File: src/rtl/comm_master.sv
// rtl/comm_master.sv - host-side UART command master: 16-bit command out as two 8N1 frames, response bytes in
// Optional build macro COMM_MASTER_CMPLT_ON_RESP_EN: cmd_cmplt waits for the first response byte after transmission.
module comm_master #(
  parameter int BAUD_DIV = 108
) (
  input  logic        clk,
  input  logic        rst_n,
  input  logic [15:0] cmd,
  input  logic        snd_cmd,
  output logic        cmd_cmplt,
  output logic        TX,
  input  logic        RX,
  output logic        rdy,
  output logic [7:0]  rx_data,
  input  logic        clr_rdy
);

  localparam int CNT_W = (BAUD_DIV > 2) ? $clog2(BAUD_DIV) : 1;
  localparam logic [CNT_W-1:0] BIT_END  = CNT_W'(BAUD_DIV - 1);
  localparam logic [CNT_W-1:0] HALF_END = CNT_W'(BAUD_DIV / 2 - 1);

  typedef enum logic [1:0] {C_IDLE, C_SEND_HI, C_SEND_LO} cmd_state_t;
  typedef enum logic [1:0] {R_IDLE, R_START, R_DATA, R_STOP} rx_state_t;

  cmd_state_t       cmd_state;
  logic [7:0]       lo_byte;
  logic [9:0]       tx_shift;
  logic [CNT_W-1:0] tx_cnt;
  logic [3:0]       tx_bits;

  rx_state_t        rx_state;
  logic             rx_s1, rx_s2, rx_prev;
  logic [7:0]       rx_shift;
  logic [CNT_W-1:0] rx_cnt;
  logic [3:0]       rx_bits;
  logic             rx_byte_done;

`ifdef COMM_MASTER_CMPLT_ON_RESP_EN
  logic             resp_armed;
`endif

  assign rx_byte_done = (rx_state == R_STOP) && (rx_cnt == BIT_END);

  // TX follows tx_shift[0] one cycle late, so every bit keeps its full BAUD_DIV width on the pin.
  always_ff @(posedge clk) begin
    if (!rst_n) begin
      cmd_state <= C_IDLE;
      lo_byte   <= 8'h00;
      tx_shift  <= '1;
      tx_cnt    <= '0;
      tx_bits   <= 4'd0;
      TX        <= 1'b1;
      cmd_cmplt <= 1'b0;
`ifdef COMM_MASTER_CMPLT_ON_RESP_EN
      resp_armed <= 1'b0;
`endif
    end else begin
      TX <= (cmd_state == C_IDLE) ? 1'b1 : tx_shift[0];
      case (cmd_state)
        C_IDLE: begin
          if (snd_cmd) begin
            lo_byte   <= cmd[7:0];
            tx_shift  <= {1'b1, cmd[15:8], 1'b0};
            tx_cnt    <= '0;
            tx_bits   <= 4'd0;
            cmd_cmplt <= 1'b0;
            cmd_state <= C_SEND_HI;
`ifdef COMM_MASTER_CMPLT_ON_RESP_EN
            resp_armed <= 1'b0;
          end else if (resp_armed && rx_byte_done) begin
            cmd_cmplt  <= 1'b1;
            resp_armed <= 1'b0;
`endif
          end
        end
        default: begin
          if (tx_cnt != BIT_END) begin
            tx_cnt <= tx_cnt + 1'b1;
          end else begin
            tx_cnt <= '0;
            if (tx_bits != 4'd9) begin
              tx_bits  <= tx_bits + 1'b1;
              tx_shift <= {1'b1, tx_shift[9:1]};
            end else begin
              tx_bits <= 4'd0;
              if (cmd_state == C_SEND_HI) begin
                tx_shift  <= {1'b1, lo_byte, 1'b0};
                cmd_state <= C_SEND_LO;
              end else begin
                cmd_state <= C_IDLE;
`ifdef COMM_MASTER_CMPLT_ON_RESP_EN
                resp_armed <= 1'b1;
`else
                cmd_cmplt  <= 1'b1;
`endif
              end
            end
          end
        end
      endcase
    end
  end

  // Stop bit is sampled at mid-bit so the next start edge of a back-to-back stream is never missed.
  always_ff @(posedge clk) begin
    if (!rst_n) begin
      rx_s1    <= 1'b1;
      rx_s2    <= 1'b1;
      rx_prev  <= 1'b1;
      rx_state <= R_IDLE;
      rx_shift <= 8'h00;
      rx_cnt   <= '0;
      rx_bits  <= 4'd0;
      rdy      <= 1'b0;
      rx_data  <= 8'h00;
    end else begin
      rx_s1   <= RX;
      rx_s2   <= rx_s1;
      rx_prev <= rx_s2;

      if (rx_byte_done)
        rdy <= 1'b1;
      else if (clr_rdy)
        rdy <= 1'b0;

      case (rx_state)
        R_IDLE: begin
          if (rx_prev && !rx_s2) begin
            rx_cnt   <= '0;
            rx_state <= R_START;
          end
        end
        R_START: begin
          if (rx_cnt == HALF_END) begin
            rx_cnt   <= '0;
            rx_bits  <= 4'd0;
            rx_state <= rx_s2 ? R_IDLE : R_DATA;
          end else begin
            rx_cnt <= rx_cnt + 1'b1;
          end
        end
        R_DATA: begin
          if (rx_cnt == BIT_END) begin
            rx_cnt   <= '0;
            rx_shift <= {rx_s2, rx_shift[7:1]};
            rx_bits  <= rx_bits + 1'b1;
            if (rx_bits == 4'd7)
              rx_state <= R_STOP;
          end else begin
            rx_cnt <= rx_cnt + 1'b1;
          end
        end
        default: begin
          if (rx_cnt == BIT_END) begin
            rx_cnt   <= '0;
            rx_data  <= rx_shift;
            rx_state <= R_IDLE;
          end else begin
            rx_cnt <= rx_cnt + 1'b1;
          end
        end
      endcase
    end
  end

endmodule

File: config.mk
export PLATFORM = sky130hd
export DESIGN_NAME = comm_master
export DESIGN_NICKNAME = d
export VERILOG_FILES = /design/src/rtl/comm_master.sv
export SDC_FILE = /design/constraint.sdc
export NUM_CORES = 1
export LEC_CHECK = 0
export BUFFER_PORTS_ARGS = -buffer_cell sky130_fd_sc_hd__buf_2
export CAP_MARGIN = 20
export CORE_ASPECT_RATIO = 1.4
export CORE_MARGIN = 2
export CORE_UTILIZATION = 50
export CTS_CLUSTER_SIZE = 16
export DETAILED_ROUTE_END_ITERATION = 8
export GPL_TIMING_DRIVEN = 0
export PLACE_DENSITY = 0.7
export SLEW_MARGIN = 5
export SYNTH_ARGS = -nofsm -noshare
export SYNTH_HDL_FRONTEND = slang
export SYNTH_SLANG_ARGS = --single-unit
File: constraint.sdc
create_clock -name clk -period 2.3 [get_ports clk]
set_input_delay 0.115 -clock clk [delete_from_list [all_inputs] [get_ports clk]]
set_output_delay 0.115 -clock clk [all_outputs]
set_load 0.005 [all_outputs]
==> reports/metrics.cfg <==
[floorplanning]
fp.dieArea_mm2 = 0.00637
die_w_um = 68.0
num_rows = 32
ios = 32
initial_core_util = 0.519
core_mm2 = 0.00553
die_h_um = 93.6

[yosys]
synth_cells = 339
synth_edf_count = 0
synth_compound_area_frac = 0.199
synthSimpleGateAreaFrac = 0.253
synth_largest_area_cell = dfxtp_1
synth_nets = 366
synth_cell_types = 55
ys_ff_latch = 65
synth_xor_area_frac = 0.0214
synth_area_leaders = dfxtp_1 45%, nand2_1 7.1%, a21oi_1 5.4%
yosys_warnings = 0
synth_top_family_by_area = simple AND/OR/NAND/NOR gates
ys.flop_type = dfxtp_1
yosysSeqAreaShare = 0.454
synth.cell_area_mm2 = 0.00287
synth_top_area_share = 0.454
async_flop_share = 0
synthAdderAreaFrac = 0.0262
syn_avg_cell_area_um2 = 8.46
yosys-mux-area-fraction = 0.00698

[pwr]
intPower_uw = 1760
comb_power_share = 0.087
irDropWorstVdd_uv = 564
pwr-share-seq = 0.495
total_power_uw = 2400
clkPwrFrac = 0.418
leakagePower_uw = 0.00125
switching_share = 0.267
switching_power_uw = 643
powerDensity_mw_per_mm2 = 708

[grt]
grt_max_degree = 14
antenna_found_initial = 0
grt_usage = 0.227
grt_pass1_wl_um = 10900
grt_remaining_overflow = 0
grt_pass1_vias = 2432

[worst_hold_path]
min_path_type = input port to register
holdPathEnd = rdy
hold_depth = 3
min_from = clr_rdy

[route]
wirelength_um = 6440
avgRoutedWirePerCell_um = 13.9
drc = 0
num_vias = 2560
drt-pass1-iter-count = 4
drtAntennaViolNets = 0
drt_iter0_drc = 164
viasPerCell = 5.54

[clocking]
postCtsSetupBuffers = 0
clk_latency_ns = 0.36
numCtsBuffers = 9
root_buffer = clkbuf_8
clock-sinks = 65
cts_resized = 0
tritoncts = built
clockBufferDepth = 2
htreeDepth = 3
clk_pin_slew_ns = 0.08

[timing]
setup_viol = 0
drv_slew = 0
max_freq_ghz = 0.554
tightest_slew_ns = 0.543
hold_viol = 0
rsz0062_at_grt = false
skew_ns = 0.00956
fin_setup_tns_ns = 0
post-route-period-util = 0.785
fin_crit_ns = 1.81
relSlewSlack = 0.637
fin_ws_ns = 0.494

[worst_setup_path]
rr_worst_depth = 8
arrival_ns = 2.05
r2r_end = tx_shift[0]
r2r_start = tx_bits[1]
worstPathRequired_ns = 2.55
r2r_slack_ns = 0.49
path_class = register to register
crit_path_end_kind = register
crit_fanout = 10
cp-start-kind = register

[layout]
diodes = 0
finalNonFillerCells = 462
nets = 416
fillers = 513
post-route-util = 0.614
drive_above_1_share = 0.160
syn2layout_area_growth_pct = 18.4
register_area_mm2 = 0.00130
multi_input_area_mm2 = 0.00145

[placement]
preCtsSetupSlack_ns = 0.506
port-buffer-count = 30
place_inst = 437
globalplace.congestion = 0.794
hpwlAfterDp_um = 4510

[run]
maxCapViolCount = 0

[status]
outcome = finished clean

## state kept, by name, summed over array words and instances, names as in the netlist, 2 cells and up
| name | cells |
|---|---|
| tx_bits | 4 |
| tx_shift | 9 |
| cmd_state | 2 |
| rx_bits | 4 |
| tx_cnt | 7 |
| rx_state | 2 |
| lo_byte | 8 |
| rx_cnt | 7 |
| rx_shift | 8 |
| rx_data | 8 |
## power groups by stage
stage	clock network, uW	registers (uW)	logic [uW]
2_1_floorplan	0	1210	141
3_3_place_gp	0	1210	194
3_5_place_dp	0	1220	198
4_1_cts	1030	1190	211
5_1_grt	1060	1190	237
6_report	1000	1190	210
## critical path: stages, from the launching register on
cell and delay [ns]:
dfxtp_1 0.38, inv_1 0.06, ha_1 0.17, and3b_1 0.18, buf_6 0.14, clkbuf_2 0.19
nand2_1 0.13, nand2_2 0.14, a221o_1 0.31
## per-layer routing
metal	GRT usage	wire [um]	vias to the layer above
met5	0	0	-
met4	0.117	129	0
met3	0.0445	230	11
met2	0.392	3340	49
met1	0.254	2740	1201
li1	-	-	1299
## worst max path at each step
stage | start | end | slack, ns | cells after the start
floorplan | tx_bits[1] | tx_shift[0] | 0.70 | 8
detailed placement | tx_bits[1] | tx_shift[0] | 0.51 | 8
global route | tx_bits[1] | tx_shift[8] | 0.29 | 7
finish | tx_bits[1] | tx_shift[0] | 0.49 | 8
global placement | tx_bits[1] | tx_shift[0] | 0.53 | 8
CTS | tx_bits[1] | tx_shift[0] | 0.49 | 8
## cells in the mapped netlist (2+ instances only)
library cell   n
buf_2          5
and2_1         3
nand3_1       19
xnor2_1        6
nor2_1        25
dfxtp_1       65
o21ai_1       10
o21ai_0       13
nor2b_1        8
nand2b_1       6
a21oi_1       31
mux2i_1        2
nor3_1         2
a31oi_1        5
and3_1         3
inv_1          6
or3_1          6
clkbuf_1      11
or4_1          2
nand2_1       54
o311ai_1       7
nor3b_1        3
a211oi_1      10
ha_1           6
## what timing repair did
action,CTS,global route
hold buffers,9,0
setup endpoints to repair,0,0
hold endpoints to repair,9,0
## final cells by class
| cell class | instances | area share |
|---|---|---|
| Multi-Input combinational cell | 249 | 0.428 |
| Clock inverter | 7 | 0.0229 |
| Clock buffer | 9 | 0.0365 |
| Inverter | 6 | 0.00663 |
| Tap cell | 68 | 0.0251 |
| Sequential cell | 65 | 0.383 |
| Timing Repair Buffer | 39 | 0.0708 |
| Buffer | 19 | 0.0265 |
## cells by family after synthesis
family / Yosys count
AO/OA/AOI/OAI: 90
XOR/XNOR: 7
adder cells (fa/ha/maj): 6
buffers and inverters: 25
flip-flops: 65
multiplexers: 2
AND/OR/NAND/NOR: 144
## cell usage in the layout, fill, tap and decap left out, types with 3 or more instances in the layout
master / instances
nand2_1: 54
nor2b_1: 8
a21oi_1: 31
clkbuf_1: 11
or3_1: 6
xnor2_1: 6
inv_6: 3
and3_1: 3
inv_1: 6
o21ai_1: 10
a211oi_1: 10
and2_1: 3
nor2_1: 25
clkbuf_8: 9
buf_2: 35
o21ai_0: 13
o311ai_1: 7
ha_1: 6
a31oi_1: 5
nand3_1: 19
dfxtp_1: 65
dlygate4sd3_1: 9
nor3b_1: 3
nand2b_1: 6
## through the flow
stage,cell area [um2],hold WS [ns]
3_5_place_dp,3100,0.344
6_report,3390,0.0147
4_1_cts,3390,0.00343
5_1_grt,3390,0.0163
2_1_floorplan,2870,0.216
3_3_place_gp,3100,0.329
No activity file was read; power rests on OpenSTA's default activity.
